**src/rtl/alu_xor_driver.sv**
```systemverilog
// Operand driver and result collector for the adiabatic XOR datapath.
// Buffers operand pairs, sequences the four power clocks and captures Cout with a mismatch flag.
module alu_xor_driver #(
    parameter int WIDTH      = 16,
    parameter int PHASE_CYC  = 4,
    parameter int FIFO_DEPTH = 4
) (
    input  logic             clk,
    input  logic             rst_n,
    input  logic             op_valid,
    output logic             op_ready,
    input  logic [WIDTH-1:0] op_a,
    input  logic [WIDTH-1:0] op_b,
    output logic [WIDTH-1:0] alu_a,
    output logic [WIDTH-1:0] alu_b,
    input  logic [WIDTH-1:0] alu_cout,
    output logic             clkpos1,
    output logic             clkneg1,
    output logic             clkpos2,
    output logic             clkneg2,
    output logic             res_valid,
    input  logic             res_ready,
    output logic [WIDTH-1:0] res_data,
    output logic             res_mismatch
);

    localparam int AW = $clog2(FIFO_DEPTH);
    localparam int CW = $clog2(PHASE_CYC);
    localparam logic [CW-1:0] PHASE_LAST = CW'(PHASE_CYC - 1);
    localparam logic [AW:0]   DEPTH_CNT  = (AW + 1)'(FIFO_DEPTH);

    typedef enum logic [2:0] {
        IDLE,
        EVAL1,
        EVAL2,
        REC1,
        REC2
    } state_t;

    state_t r_state;
    state_t w_nextState;

    logic [WIDTH-1:0] r_memA [FIFO_DEPTH];
    logic [WIDTH-1:0] r_memB [FIFO_DEPTH];
    logic [AW-1:0]    r_wrPtr;
    logic [AW-1:0]    r_rdPtr;
    logic [AW:0]      r_count;
    logic             r_opReady;

    logic [CW-1:0]    r_phase;
    logic [WIDTH-1:0] r_aluA;
    logic [WIDTH-1:0] r_aluB;
    logic             r_clkPos1;
    logic             r_clkPos2;
    logic             r_clkNeg1;
    logic             r_clkNeg2;
    logic             r_resValid;
    logic [WIDTH-1:0] r_resData;
    logic             r_resMismatch;

    logic             w_push;
    logic             w_pop;
    logic             w_capture;
    logic             w_empty;
    logic             w_lastPhase;
    logic [AW:0]      w_countNext;
    logic [CW-1:0]    w_phaseNext;
    logic             w_pos1Next;
    logic             w_pos2Next;

    assign w_push      = op_valid && r_opReady;
    assign w_empty     = (r_count == '0);
    assign w_lastPhase = (r_phase == PHASE_LAST);
    assign w_countNext = r_count + (AW + 1)'(w_push) - (AW + 1)'(w_pop);

    always_comb begin
        w_nextState = r_state;
        w_pop       = 1'b0;
        w_capture   = 1'b0;
        case (r_state)
            IDLE: begin
                if (!w_empty) begin
                    w_nextState = EVAL1;
                    w_pop       = 1'b1;
                end
            end
            EVAL1: begin
                if (w_lastPhase) w_nextState = EVAL2;
            end
            EVAL2: begin
                // Hold the evaluation phase until the previous result has been taken.
                if (w_lastPhase && (!r_resValid || res_ready)) begin
                    w_nextState = REC1;
                    w_capture   = 1'b1;
                end
            end
            REC1: begin
                if (w_lastPhase) w_nextState = REC2;
            end
            REC2: begin
                if (w_lastPhase) begin
                    if (!w_empty) begin
                        w_nextState = EVAL1;
                        w_pop       = 1'b1;
                    end else begin
                        w_nextState = IDLE;
                    end
                end
            end
            default: w_nextState = IDLE;
        endcase
    end

    always_comb begin
        w_phaseNext = r_phase;
        if (w_nextState != r_state) begin
            w_phaseNext = '0;
        end else if (!w_lastPhase) begin
            w_phaseNext = r_phase + CW'(1);
        end
    end

    assign w_pos1Next = (w_nextState == EVAL1) || (w_nextState == EVAL2);
    assign w_pos2Next = (w_nextState == EVAL2) || (w_nextState == REC1);

    always_ff @(posedge clk) begin
        if (w_push) begin
            r_memA[r_wrPtr] <= op_a;
            r_memB[r_wrPtr] <= op_b;
        end
    end

    always_ff @(posedge clk or negedge rst_n) begin
        if (!rst_n) begin
            r_wrPtr   <= '0;
            r_rdPtr   <= '0;
            r_count   <= '0;
            r_opReady <= 1'b1;
        end else begin
            if (w_push) r_wrPtr <= r_wrPtr + AW'(1);
            if (w_pop)  r_rdPtr <= r_rdPtr + AW'(1);
            r_count   <= w_countNext;
            r_opReady <= (w_countNext != DEPTH_CNT);
        end
    end

    always_ff @(posedge clk or negedge rst_n) begin
        if (!rst_n) begin
            r_state   <= IDLE;
            r_phase   <= '0;
            r_aluA    <= '0;
            r_aluB    <= '0;
            r_clkPos1 <= 1'b0;
            r_clkPos2 <= 1'b0;
            r_clkNeg1 <= 1'b1;
            r_clkNeg2 <= 1'b1;
        end else begin
            r_state   <= w_nextState;
            r_phase   <= w_phaseNext;
            r_clkPos1 <= w_pos1Next;
            r_clkPos2 <= w_pos2Next;
            r_clkNeg1 <= !w_pos1Next;
            r_clkNeg2 <= !w_pos2Next;
            if (w_pop) begin
                r_aluA <= r_memA[r_rdPtr];
                r_aluB <= r_memB[r_rdPtr];
            end
        end
    end

    always_ff @(posedge clk or negedge rst_n) begin
        if (!rst_n) begin
            r_resValid    <= 1'b0;
            r_resData     <= '0;
            r_resMismatch <= 1'b0;
        end else begin
            if (w_capture) begin
                r_resValid    <= 1'b1;
                r_resData     <= alu_cout;
                r_resMismatch <= (alu_cout != (r_aluA ^ r_aluB));
            end else if (res_ready) begin
                r_resValid <= 1'b0;
            end
        end
    end

    assign op_ready     = r_opReady;
    assign alu_a        = r_aluA;
    assign alu_b        = r_aluB;
    assign clkpos1      = r_clkPos1;
    assign clkpos2      = r_clkPos2;
    assign clkneg1      = r_clkNeg1;
    assign clkneg2      = r_clkNeg2;
    assign res_valid    = r_resValid;
    assign res_data     = r_resData;
    assign res_mismatch = r_resMismatch;

endmodule

```
**config.mk**
```make
export PLATFORM = sky130hd
export DESIGN_NAME = alu_xor_driver
export DESIGN_NICKNAME = d
export VERILOG_FILES = /design/src/rtl/alu_xor_driver.sv
export SDC_FILE = /design/constraint.sdc
export NUM_CORES = 1
export LEC_CHECK = 0
export ABC_AREA = 1
export ABC_CLOCK_PERIOD_IN_PS = 2400
export CAP_MARGIN = 20
export CORE_MARGIN = 2
export CORE_UTILIZATION = 42
export DETAILED_ROUTE_END_ITERATION = 12
export PLACE_DENSITY = 0.76
export SYNTH_ARGS = -nofsm -noshare
export SYNTH_HDL_FRONTEND = slang
export SYNTH_SLANG_ARGS = --single-unit
```
**constraint.sdc**
```tcl
create_clock -name clk -period 2.4 [get_ports clk]
set_input_delay 0.6 -clock clk [delete_from_list [all_inputs] [get_ports clk]]
set_output_delay 0.6 -clock clk [all_outputs]
set_load 0.01 [all_outputs]
```
After elaboration in Yosys (flattened, before gate mapping)

Memories as Yosys holds them, arrays and structs flattened. A register that Yosys moved wholly into a read port is not among the register bits.
Index checks and enable logic that the tools add are counted.

Bits in latches: 0
Bits in read-only memories: 0
Input bits: 52
Bits in registers: 35
Bits in writable memories: 128
Word-level logic and storage cells: 64
Memories: 2

Memory list:

| memory | words | bits a word | read ports | clocked after memory_dff | write ports | RTL line | RTL |
|---|---|---|---|---|---|---|---|
| r_memA | 4     | 16          | 1          | 1                        | 1           | 43       | `logic [WIDTH-1:0] r_memA [FIFO_DEPTH];` |
| r_memB | 4     | 16          | 1          | 1                        | 1           | 44       | `logic [WIDTH-1:0] r_memB [FIFO_DEPTH];` |

Bitwise logic cells: 1
Muxes and demuxes: 18
Shift operators: 0
Add/subtract/negate cells: 5
Reductions and logical operators: 13
Div/mod/pow operators: 0
Eq/ne operators: 12
Magnitude comparators: 0
Multipliers: 0

Operator list:

| kind                | number |
|---|---|
| $ne 16x16->1        | 1 |
| $xor 16x16->16      | 1 |
| $mux 3              | 5 |
| $pmux 3 s5          | 1 |
| $eq 3x2->1 const B  | 4 |
| $mux 1              | 9 |
| $add 2x1->2 const B | 3 |
| $eq 3x1->1 const B  | 2 |
| $logic_not 3->1     | 2 |
| $logic_not 1->1     | 5 |
| $mux 2              | 2 |
| $add 3x1->3         | 1 |
| $eq 3x3->1 const B  | 1 |
| $logic_or 1x1->1    | 3 |
| $ne 3x3->1          | 1 |
| $ne 3x3->1 const B  | 1 |
| $sub 3x1->3         | 1 |
| $eq 2x2->1 const B  | 1 |
| $logic_and 1x1->1   | 2 |
| $ne 2x1->1 const B  | 1 |
| $pmux 1 s2          | 1 |
| $reduce_bool 2->1   | 1 |

Depth between registers and ports, before layout

Depth in word-level cells: 8
Mapped depth: 15
Gate-level depth less buffers: 12

Least setup slack after synthesis

No wires, ideal clock.

Kind: register to register
Start: register r_phase[0]
End: register r_opReady, in the netlist op_ready
Required time: 2.318 ns
Stages on the path, launching flop included: 16
Arrival time: 2.498 ns
Path slack: -0.181 ns
Setup time: 0.082 ns
Buffers on the path: 3
Cells stage by stage: dfrtp_1 > ha_1 > buf_4 > nor2_1 > nor2_2 > nand2_2 > inv_2 > buf_6 > buf_6 > ha_1 > inv_1 > ha_1 > fa_1 > xnor2_1 > xor2_1 > nand2_1

Cells in the longest elaborated chain, start to end: 5

RTL lines:

| element                | RTL line | RTL |
|---|---|---|
| start, declared        | 50       | `logic [CW-1:0] r_phase;` |
| start signal, assigned | 159      | `r_phase <= w_phaseNext;` |
| $eq 2x2->1             | 73       | `assign w_lastPhase = (r_phase == PHASE_LAST);` |
| $mux 1                 | 101      | `if (w_lastPhase) begin` |
| $pmux 1 s2             | 80       | `case (r_state)` |
| net w_pop              | 62       | `logic w_pop;` |
| $sub 3x1->3            | 74       | `assign w_countNext = r_count + (AW + 1)'(w_push) - (AW + 1)'(w_pop);` |
| net w_countNext[2]     | 66       | `logic [AW:0] w_countNext;` |
| $ne 3x3->1             | 143      | `r_opReady <= (w_countNext != DEPTH_CNT);` |
| end signal, assigned   | 143      |  |
| end, declared          | 48       | `logic r_opReady;` |

The timed path passes the listed nets, and every way through them passes these cells.
A chain may end at the register's enable or synchronous reset.

Final worst setup path

Start: register r_count[1]
End: register r_opReady, in the netlist op_ready

Cells in the longest elaborated chain, start to end: 6

RTL lines:

| element                | RTL line | RTL |
|---|---|---|
| start, declared        | 47       | `logic [AW:0] r_count;` |
| start signal, assigned | 142      | `r_count <= w_countNext;` |
| $logic_not 3->1        | 72       | `assign w_empty = (r_count == '0);` |
| $mux 1                 | 82, 102  |  |
| $mux 1                 | 101      |  |
| $pmux 1 s2             | 80       |  |
| $sub 3x1->3 (*)        | 74       |  |
| net w_countNext[2]     | 66       |  |
| $ne 3x3->1 (*)         | 143      |  |

The timed path passes the listed nets; every way through them passes the cells marked *.

==> flow_metrics.env <==
export IMPL_status="completed"
export IMPL_syn_area_per_cell_sq_um=11.2
export IMPL_final_nets=885
export IMPL_final_common_cell="edfxtp_1"
export IMPL_hpwlAfterDp_mm=11.7
export IMPL_clock_path_buffers=2
export IMPL_io_pins=107
export IMPL_netlist_cell_type_count=28
export IMPL_finalCriticalPeriod_ns=2.19
export IMPL_synth_seq_area_share=0.691
export IMPL_crit_required_ns=2.76
export IMPL_cts_root_buffer="clkbuf_16"
export IMPL_cts_tree="done"
export IMPL_die_h_um=142
export IMPL_first_global_vias=5002
export IMPL_die_x_um=142
export IMPL_final_core_util=0.530
export IMPL_io_buffer_count=106
export IMPL_final_antenna_net_count=0
export IMPL_worstMarginPinSlew_ns=0.661
export IMPL_antenna_cells=0
export IMPL_globalRoute_totalOverflow=0
export IMPL_synth_area_sq_um=7990
export IMPL_rsz0062_at_grt="no"
export IMPL_cts_htree_levels=4
export IMPL_firstDrtPassIters=7
export IMPL_timing_setup_critical_path_class="reg -> reg"
export IMPL_drc_errors=0
export IMPL_netlist_instances=712
export IMPL_clkTransAtPathRegs_ns=0.06
export IMPL_gp_congestion=0.779
export IMPL_cp_end_kind="register"
export IMPL_fin_skew_ns=0.00888
export IMPL_area_growth_pct=24.1
export IMPL_drtIter0Drc=471
export IMPL_setup_viol_count_final=0
export IMPL_slew_violations=0
export IMPL_fin_ws_ns=0.206
export IMPL_power_density_nw_per_um2=1290
export IMPL_dp_slack_ns=-0.131
export IMPL_arrival_ns=2.55
export IMPL_insertion_delay_ns=0.43
export IMPL_clock_sinks=195
export IMPL_wirelength_mm=17.2
export IMPL_slew_headroom=0.559
export IMPL_vias=5371
export IMPL_rows=50
export IMPL_path_buf_inv=2
export IMPL_layout_drive_gt1_share=0.101
export IMPL_crit_family="adder cells"
export IMPL_slowest_delay_ns=0.42
export IMPL_timing_critical_path_slowest_stage_cell="dfrtp_1"
export IMPL_dieArea_sq_um=20200
export IMPL_maxCapViolCount=0
export IMPL_min_path_type="in -> async"
export IMPL_fin_crit_sh=0.914
export IMPL_crit_chain="nor3_2, nor2_2, nand2_2, inv_2, ha_1, inv_1, ha_2, fa_2, xnor2_2, xor2_1, nand2_1"
export IMPL_total_leakage_power_nw=3.92
export IMPL_placed_cells=1040
export IMPL_grt_usage=0.177
export IMPL_fillers=1544
export IMPL_wl_per_cell_um=16.0
export IMPL_worstSetupStartpointType="register"
export IMPL_ys_warn_count=0
export IMPL_synthesis_nets=772
export IMPL_max_freq_mhz=456
export IMPL_grt_pass1_wl_mm=26.9
export IMPL_finalHoldViolCount=0
export IMPL_synth_seq_cells=195
export IMPL_holdBufCountCts=0
export IMPL_grt_max_degree=66
export IMPL_irDropWorstVdd_mv=0.690
export IMPL_via_per_inst=5.01
export IMPL_crit_fanout=3
export IMPL_antenna_found_initial=2
export IMPL_final_cell_mix="edfxtp_1 (128), nand2_1 (127), clkdlybuf4s50_1 (105), nor2_1 (100), o21ai_0 (80)"
export IMPL_core_area_sq_um=18700
export IMPL_numCtsBuffers=17
export IMPL_initial_core_util=0.427
export IMPL_instances_no_fill=1072
## worst paths after layout
| path | start | endpoint | slack, ns | depth (start not counted) |
|---|---|---|---|---|
| setup / recovery | r_count[1] | op_ready | 0.21 | 11 |
| hold / removal | rst_n | res_data[6] | 0.12 | 1 |
| setup reg to reg | r_count[1] | op_ready | 0.21 | 11 |
| hold reg to reg | res_data[5] | res_data[5] | 0.47 | 2 |
| max in group asynchronous | rst_n | clkneg2 | 1.62 | 2 |
| min in group clk | res_data[5] | res_data[5] | 0.47 | 2 |
## where the power goes
part | switching, mW | total (mW) | internal [mW] | leakage (nW)
sequential | 0.499 | 5.12 | 4.62 | 1.97
combinational | 2.92 | 5.00 | 2.08 | 1.66
clock | 1.16 | 2.64 | 1.48 | 0.283
total | 4.58 | 12.8 | 8.17 | 3.92
## worst register-to-register path: cells and delay by family, from the launching register on
family	cells	cell delay (ns)
buffers and inverters	2	0.08
flip-flops	1	0.42
adder cells (fa/ha/maj)	3	0.80
XOR/XNOR	2	0.37
AND/OR/NAND/NOR	4	0.45
## Yosys cell counts, drive strengths merged
master	count	area, sq um
a31oi	5	62.6
clkbuf	15	56.3
xnor2	3	26.3
xor2	8	70.1
edfxtp	128	3840
fa	1	20.0
dfstp	3	78.8
nand3b	1	7.51
nor3	1	5.00
ha	7	87.6
nand3	15	75.1
buf	16	150
dfrtp	64	1600
o21ai	111	556
a21oi	4	23.8
nor2	110	425
o22ai	27	169
inv	63	236
or2	1	6.26
nand2	128	483
mux2i	1	10.0
## cell families (layout without fill, tap and decap cells)
group / after synthesis / after routing / share of synthesized area
XOR/XNOR: 11 / 11 / 0.0121
AND/OR/NAND/NOR: 256 / 256 / 0.125
AO/OA/AOI/OAI: 147 / 147 / 0.101
adder cells (fa/ha/maj): 8 / 8 / 0.0135
flip-flops: 195 / 195 / 0.691
buffers and inverters: 94 / 220 / 0.0554
multiplexers: 1 / 1 / 0.00125
## final cells by class
cell class	count	area (sq um)	share of cell area
sequential	195	5530	0.557
tap	234	293	0.0295
clock buffer	25	509	0.0513
timing repair buffer	125	1250	0.126
clock inverter	7	45.0	0.00454
inverter	63	236	0.0238
multi-input combinational	423	2060	0.208
## timing repair
item                                   4_1_cts  5_1_grt
buffers inserted                             0        0
resized for setup                            0        1
endpoints found under the hold margin        0        0
setup endpoints to repair                    0        1
## sequential cells by signal, indices dropped and copies added (netlist names)
name / cells
r_memA: 64
r_memB: 64
alu_a: 16
alu_b: 16
res_data: 16
r_count: 3
r_state: 3
r_phase: 2
r_rdPtr: 2
r_wrPtr: 2
clkneg1: 1
clkneg2: 1
clkpos1: 1
clkpos2: 1
op_ready: 1
res_mismatch: 1
res_valid: 1
## metal layers
layer | part of all wire | global-route usage | vias to the layer above
met3 | 0.073 | 0.0592 | 22
met2 | 0.47 | 0.275 | 170
met4 | 0.012 | 0.0600 | 4
li1 | - | - | 2644
met5 | 0.0016 | 0 | -
met1 | 0.44 | 0.236 | 2531
## per-stage QoR
stage / total power [mW] / instance area, sq um / hold slack [ns] / setup TNS (ns)
finish: 12.8 / 9920 / 0.121 / 0
global route: 13.6 / 9920 / 0.147 / 0
CTS: 12.8 / 9920 / 0.121 / 0
detailed placement: 10.2 / 9360 / 0.462 / -0.192
global placement: 10.1 / 9360 / 0.459 / -0.0844
floorplan: 8.30 / 8020 / 0.304 / -20.16
Power figures use the tool's default switching activity.
